File: src/rtl/bs_pkg.sv
// Shared bus-system definitions used by bs_drvr_fifo and bs_gnrtr: packet
// width default, broadcast target and packet field offsets.
package bs_pkg;

  localparam int unsigned PCKG_SZ_DFLT = 32;
  localparam int unsigned FIELD_W      = 8;

  localparam logic [FIELD_W-1:0] BROADCAST = 8'hFF;

  // Field offsets for a default-width packet: {target, source, id}
  localparam int unsigned TRGT_MSB = PCKG_SZ_DFLT - 1;
  localparam int unsigned TRGT_LSB = PCKG_SZ_DFLT - FIELD_W;
  localparam int unsigned SRC_MSB  = TRGT_LSB - 1;
  localparam int unsigned SRC_LSB  = TRGT_LSB - FIELD_W;
  localparam int unsigned ID_MSB   = SRC_LSB - 1;
  localparam int unsigned ID_LSB   = 0;

  typedef struct packed {
    logic [FIELD_W-1:0]           trgt;
    logic [FIELD_W-1:0]           src;
    logic [PCKG_SZ_DFLT-2*FIELD_W-1:0] id;
  } bs_pckt_t;

  function automatic logic [FIELD_W-1:0] pckt_trgt(input logic [PCKG_SZ_DFLT-1:0] p);
    return p[TRGT_MSB:TRGT_LSB];
  endfunction

endpackage

File: src/rtl/bs_fifo_mem.sv
// Queue storage: DEPTH x PCKG_SZ register array, one synchronous write port
// and one asynchronous read port. Contents are not reset.
module bs_fifo_mem #(
  parameter int unsigned PCKG_SZ = 32,
  parameter int unsigned DEPTH   = 16
) (
  input  logic                     clk,
  input  logic                     we,
  input  logic [$clog2(DEPTH)-1:0] waddr,
  input  logic [PCKG_SZ-1:0]       wdata,
  input  logic [$clog2(DEPTH)-1:0] raddr,
  output logic [PCKG_SZ-1:0]       rdata
);

  logic [PCKG_SZ-1:0] mem [DEPTH];

  always_ff @(posedge clk) begin
    if (we) mem[waddr] <= wdata;
  end

  assign rdata = mem[raddr];

endmodule

File: src/rtl/bs_drvr_fifo.sv
// First-word-fall-through driver queue between a device and the bus generator.
// Define BS_FIFO_OVRWRT_EN to make a push into a full queue drop the oldest entry.
module bs_drvr_fifo
  import bs_pkg::*;
#(
  parameter int unsigned PCKG_SZ = PCKG_SZ_DFLT,
  parameter int unsigned DEPTH   = 16
) (
  input  logic                   clk,
  input  logic                   reset,
  input  logic                   push,
  input  logic [PCKG_SZ-1:0]     D_push,
  input  logic                   pop,
  output logic [PCKG_SZ-1:0]     D_pop,
  output logic                   pndng,
  output logic                   full,
  output logic [$clog2(DEPTH):0] count,
  output logic                   ovrflw
);

  localparam int unsigned AW = $clog2(DEPTH);
  localparam int unsigned CW = AW + 1;

  logic [AW-1:0]      wr_ptr, rd_ptr;
  logic [CW-1:0]      count_q;
  logic               ovrflw_q;
  logic [PCKG_SZ-1:0] mem_rdata;

  logic pop_ok, push_ok, ovf_push;
  logic wr_en, rd_adv;
  logic [CW-1:0] count_nxt;

  // Flags derive from registered occupancy only
  assign pndng  = (count_q != '0);
  assign full   = (count_q == CW'(DEPTH));
  assign count  = count_q;
  assign ovrflw = ovrflw_q;

  always_comb begin
    pop_ok   = pop & pndng;
    // A pop on a full queue frees the slot the push lands in
    push_ok  = push & (~full | pop);
    ovf_push = push & full & ~pop;
`ifdef BS_FIFO_OVRWRT_EN
    wr_en    = push_ok | ovf_push;
    rd_adv   = pop_ok | ovf_push;
`else
    wr_en    = push_ok;
    rd_adv   = pop_ok;
`endif
    count_nxt = count_q;
    case ({push_ok, pop_ok})
      2'b10:   count_nxt = count_q + CW'(1);
      2'b01:   count_nxt = count_q - CW'(1);
      default: count_nxt = count_q;
    endcase
  end

  // Pointer widths are log2(DEPTH), so increments wrap naturally
  always_ff @(posedge clk) begin
    if (!reset) begin
      wr_ptr   <= '0;
      rd_ptr   <= '0;
      count_q  <= '0;
      ovrflw_q <= 1'b0;
    end else begin
      if (wr_en)  wr_ptr <= wr_ptr + AW'(1);
      if (rd_adv) rd_ptr <= rd_ptr + AW'(1);
      count_q  <= count_nxt;
      ovrflw_q <= ovrflw_q | ovf_push;
    end
  end

  bs_fifo_mem #(
    .PCKG_SZ (PCKG_SZ),
    .DEPTH   (DEPTH)
  ) u_mem (
    .clk   (clk),
    .we    (wr_en),
    .waddr (wr_ptr),
    .wdata (D_push),
    .raddr (rd_ptr),
    .rdata (mem_rdata)
  );

  assign D_pop = pndng ? mem_rdata : '0;

endmodule

File: config.mk
export PLATFORM = sky130hd
export DESIGN_NAME = bs_drvr_fifo
export DESIGN_NICKNAME = d
export VERILOG_FILES = /design/src/rtl/bs_pkg.sv /design/src/rtl/bs_fifo_mem.sv /design/src/rtl/bs_drvr_fifo.sv
export SDC_FILE = /design/constraint.sdc
export NUM_CORES = 1
export LEC_CHECK = 0
export CAP_MARGIN = 20
export CORE_AREA = 3 3 207 209
export DETAILED_ROUTE_END_ITERATION = 6
export DIE_AREA = 0 0 210 212
export DONT_BUFFER_PORTS = 1
export GPL_ROUTABILITY_DRIVEN = 0
export PLACE_DENSITY_LB_ADDON = 0.12
export SLEW_MARGIN = 20
export SYNTH_ARGS = -nofsm -noshare
export SYNTH_HDL_FRONTEND = slang
export SYNTH_SLANG_ARGS = --single-unit
export TNS_END_PERCENT = 10
File: constraint.sdc
create_clock -name clk -period 5.36 [get_ports clk]
set_clock_uncertainty 0.1 [all_clocks]
set_input_delay 1.608 -clock clk [delete_from_list [all_inputs] [get_ports clk]]
set_output_delay 1.608 -clock clk [all_outputs]
set_load 0.01 [all_outputs]
# Word-level counts from Yosys, hierarchy flattened
# Memory sizes are Yosys's and may differ from the RTL's. A register that Yosys moved wholly into a read port is not among the register bits.
# Cells that the tools add are included.
[word_totals]
register_bits = 14
output_inout_bits = 40
inputBits = 36
ramBits = 512
n_memories = 1
[op_classes]
eq_ne = 3
mux = 6
n_addsub = 4
reduce_logical = 2
bitwise = 8
[memory_table]
columns = ["name", "words", "word_bits", "rd", "rd_clocked_by_memory_dff", "write_ports", "line_no", "text"]
rows = [
  ["u_mem.mem", 16, 32, 1, 1, 1, "bs_fifo_mem.sv:15", "logic [PCKG_SZ-1:0] mem [DEPTH];"],
]
[op_table]
columns = ["cell", "count"]
rows = [
  ["2-to-1 mux 32 bit", 1],
  ["one-hot mux 5 bit (2 select lines)", 1],
  ["adder 4 x 1 -> 4 bit, second input constant", 2],
  ["2-to-1 mux 4 bit", 2],
  ["adder 5 x 1 -> 5 bit, second input constant", 1],
  ["equality test 5 bit, second input constant", 1],
  ["nonzero test 5 bit", 1],
  ["subtractor 5 x 1 -> 5 bit, second input constant", 1],
  ["AND 1 bit", 4],
  ["equality test 2 x 1 -> 1 bit, second input constant", 1],
  ["equality test 2 bit, second input constant", 1],
  ["2-to-1 mux 1 bit", 2],
  ["inverter 1 bit", 2],
  ["OR 1 bit", 2],
  ["nonzero test 2 bit", 1],
]

# Depth between registers and ports, before layout
[depth]
depth_word = 6
depth_mapped = 13
depth_no_buf = 10

# Hierarchy
# From an unflattened synthesis, not the netlist that was laid out.
[hier_totals]
hier_cells = 929
area_unflattened_um2 = 20209.4
[by_module_without_submodules]
columns = ["module", "n_inst", "cells_each", "area_each_um2"]
rows = [
  ["bs_fifo_mem", 1, 806, 19213.4],
  ["bs_drvr_fifo", 1, 123, 996.0],
]

# Worst setup path before layout
# No wires, ideal clock.
[synth_timing]
kind = "in2reg"
start = "in pop"
end = "mem u_mem.mem[0][0] (enable)"
stages = 3
setup_ns = 0.461
t_required_ns = 4.799
arrival_time_ns = 4.193
path_buffers = 0
slack_ns = 0.606
path_cell_list = "o31a_1 nand2_1 nor3_1"
[synth_between]
elab_chain_len = 4
[synth_lines]
columns = ["item", "line_no", "text"]
rows = [
  ["from (decl)", "bs_drvr_fifo.sv:13", "input logic pop,"],
  ["OR 1 bit", "bs_drvr_fifo.sv:42", "push_ok = push & (~full | pop);"],
  ["AND 1 bit", "bs_drvr_fifo.sv:42", ""],
  ["2-to-1 mux 1 bit", "bs_fifo_mem.sv:18", "if (we) mem[waddr] <= wdata;"],
  ["2-to-1 mux 1 bit (not written as such)", "bs_fifo_mem.sv:18", ""],
  ["to (decl)", "bs_fifo_mem.sv:15", ""],
]
# Every way passes these cells.

# Final worst setup path
[layout_timing]
start = "reg count_q[1] (netlist: count[1])"
end = "out D_pop[15]"
[layout_between]
elab_chain_len = 2
[layout_lines]
columns = ["item", "line_no", "text"]
rows = [
  ["from (decl)", "bs_drvr_fifo.sv:25", "logic [CW-1:0] count_q;"],
  ["from (signal assigned)", "bs_drvr_fifo.sv:69", "count_q <= count_nxt;"],
  ["nonzero test 5 bit", "bs_drvr_fifo.sv:34", "assign pndng = (count_q != '0);"],
  ["2-to-1 mux 32 bit", "bs_drvr_fifo.sv:86", "assign D_pop = pndng ? mem_rdata : '0;"],
  ["to (decl)", "bs_drvr_fifo.sv:14", "output logic [PCKG_SZ-1:0] D_pop,"],
]
# Every way passes these cells.

==> results by group <==
Timing
  – RSZ-0062 raised after global routing: no
  – Worst Tran Pin Value: 1.088 ns
  – Slew Limit Fails: 0
  – Slew HR: 0.2748
  – Fin. Hold Viols: 0
  – FMAX: 209.6 MHz
  – Post-route minimum period: 4.772 ns
  – Sum of negative setup slack: 0 ns
  – Final setup viols: 0
  – Final Cycle Share: 0.8903

Synth
  – Mapped cell area: 20480 sq um
  – Synth cell types: 44
  – Mux cell area share after synthesis: 0.1604
  – Synth Net Count: 952
  – Primary FF master, synth: edfxtp_1
  – Post-synthesis compound-gate area fraction: 0.02444
  – Post-synthesis sequential area ratio: 0.7683
  – Post-Synth Simple-Gate Area: 0.02450
  – Post-synth ARST share: 0
  – Synth warnings: 0
  – Adder-Cell Fraction of Synth Area: 0.004887
  – Syn_area_per_cell: 22.56 sq um
  – Number of synthesized register bits: 530
  – Post-Synth XOR/XNOR Area: 0.003421
  – Post-synth EDFFs: 512
  – Number of cells produced by synthesis: 908
  – Largest family of logic cells by synthesized area: multiplexers

Min path
  – Worst Hold Class: reg -> reg
  – Cell depth of the worst hold path: 2

Detailed routing
  – Routed len/inst: 27.50 um
  – Vias per inst: 5.980
  – Post-route ant nets: 0
  – Final WL: 41580 um
  – DR DRC count: 0
  – Routed vias: 9042
  – Initial DRC count: 720
  – Number of detailed-route iterations in the first pass: 5

GRT
  – Vias in the first global route: 9658
  – Largest net degree at the start of global routing: 67
  – First-pass GRT wire length: 62610 um
  – GRT Overall Usage: 0.1934
  – Total grt overflow: 0
  – Initial antenna violation count: 0

Placed design
  – Placed cell areas: 21320 sq um
  – I/O Buffers: 0
  – Post-DP HPWL: 23750 um

Die
  – I/O pins: 76
  – Die area: 44520 sq um
  – Initial core utilization: 0.4993
  – Die W: 210 um
  – Area of the core: 41020 sq um
  – Die height: 212 um
  – Rows: 74

Pwr
  – Worst VDD drop: 0.0003463 V
  – Leakage: 6.971 nW
  – PD cells: 441.0 nW/um^2
  – Pwr Total: 10.10 mW

Setup path
  – WP data arrival: 3.06 ns
  – Reg2Reg Setup Slack: 2.01 ns
  – Cells on worst reg2reg path: 10
  – Critical path capture point type: output pin
  – Max incr delay on CP: 0.65 ns
  – Setup crit start kind: register
  – CP Cell Sequence: or4_4, o211ai_4, buf_4, nor2b_1, a221o_1
  – Req. time, crit path: 3.65 ns
  – CP Class: reg -> out
  – Slowest CP cell: or4_4
  – CP max FO: 18

Final layout
  – FF+latch area: 15750 sq um
  – Most common cell after layout, fill and taps aside: edfxtp_1
  – Most frequent cells in the layout: edfxtp_1 (512), mux4_2 (128), clkbuf_16 (53)
  – Design area: 22910 sq um
  – Fill cell count: 2991
  – N_diodes: 0
  – # nets final: 990
  – Layout cells sized above 1: 0.2959
  – Area delta synth->final: 11.84%
  – Multi-input logic area: 4579 sq um
  – Fin util: 0.5584

Job
  – Max_cap viols: 0

CTS
  – Cts hold-fix bufs: 0
  – CTS clk-pin slew, worst paths: 0.06 ns
  – Cells resized by post-CTS repair: 0
  – Worst-skew pair later-pin latency: 0.57 ns
  – CTS tree: done
  – CTS H-tree depth: 2
  – Max clock buf depth: 3
  – Clk sinks: 530
  – Setup Buffers After CTS: 0
  – CTS root buffer: clkbuf_16
  – Total CTS buffers: 52

Run status
  – Outcome: finished, final reports clean
==> power by group <==
| part | internal, mW | total (mW) | switching, mW |
|---|---|---|---|
| clock | 1.99 | 3.43 | 1.44 |
| combinational | 0.897 | 1.83 | 0.932 |
| sequential | 4.68 | 4.84 | 0.162 |
==> cell families (layout without fill, tap and decap cells) <==
family / Yosys count / after routing
adders and majority gates: 8 / 8
xor gates and xnor gates: 8 / 8
DFF: 530 / 530
muxes: 164 / 164
buffers and inverters: 57 / 129
AOI/OAI and AO/OA: 53 / 53
and+or+nand+nor: 88 / 88
==> final timing paths <==
| kind | start | endpoint |
|---|---|---|
| worst max-delay path | count[1] | D_pop[15] |
| worst min-delay path | wr_ptr[1] | wr_ptr[1] |
| worst max register to register | count[1] | count[2] |
| worst min register to register | wr_ptr[1] | wr_ptr[1] |
==> per-layer routing <==
metal	GRT usage	up-vias	part of all wire
met5	0	-	0
li1	-	3899	-
met2	0.3296	240	0.51
met1	0.2528	4840	0.40
met3	0.05430	63	0.065
met4	0.04232	0	0.018
==> cells in the mapped netlist, drive strengths merged, types with 3 or more instances <==
library cell	count	area share
nor2	17	0.0035
and2	6	0.0018
o21a	3	0.0011
edfxtp	512	0.75
a221o	32	0.016
buf	32	0.0095
nand3	6	0.0015
nand2	7	0.0013
mux4	128	0.14
clkbuf	18	0.0033
o21ai	5	0.0014
nor3	5	0.0012
ha	8	0.0049
dfxtp	18	0.018
mux2i	3	0.0015
nand2b	5	0.0015
nor2b	34	0.010
inv	7	0.0013
xnor2	6	0.0026
mux2	33	0.018
==> layout make-up <==
type	count	area share
sequential	530	0.6874
multi-input combinational	321	0.1999
clock buffer	66	0.06003
tap	532	0.02906
timing repair buffer	34	0.01333
clock inverter	22	0.009068
inverter	7	0.001147
==> registers in the layout, summed over array words and instances (netlist names), named ones only <==
name / cells
u_mem.mem: 512
count: 5
rd_ptr: 4
wr_ptr: 4
ovrflw: 1
==> worst max-delay path, delay by kind of cell (launching register included) <==
kind / cells / cell delay (ns)
simple gates: 2 / 0.74
flops: 1 / 0.42
compound gates: 2 / 0.92
buf+inv: 1 / 0.40
==> metrics by stage <==
| step | setup WS (ns) | cells | hold slack, ns |
|---|---|---|---|
| after floorplan | 0.6059 | 908 | 0.3747 |
| after global placement | 1.220 | 1424 | 0.3901 |
| after detailed placement | 1.154 | 1424 | 0.4076 |
| after CTS | 0.5260 | 1512 | 0.4149 |
| after global routing | 0.4394 | 1512 | 0.4544 |
| final | 0.5881 | 1512 | 0.4162 |
(Power assumes the default switching activity.)
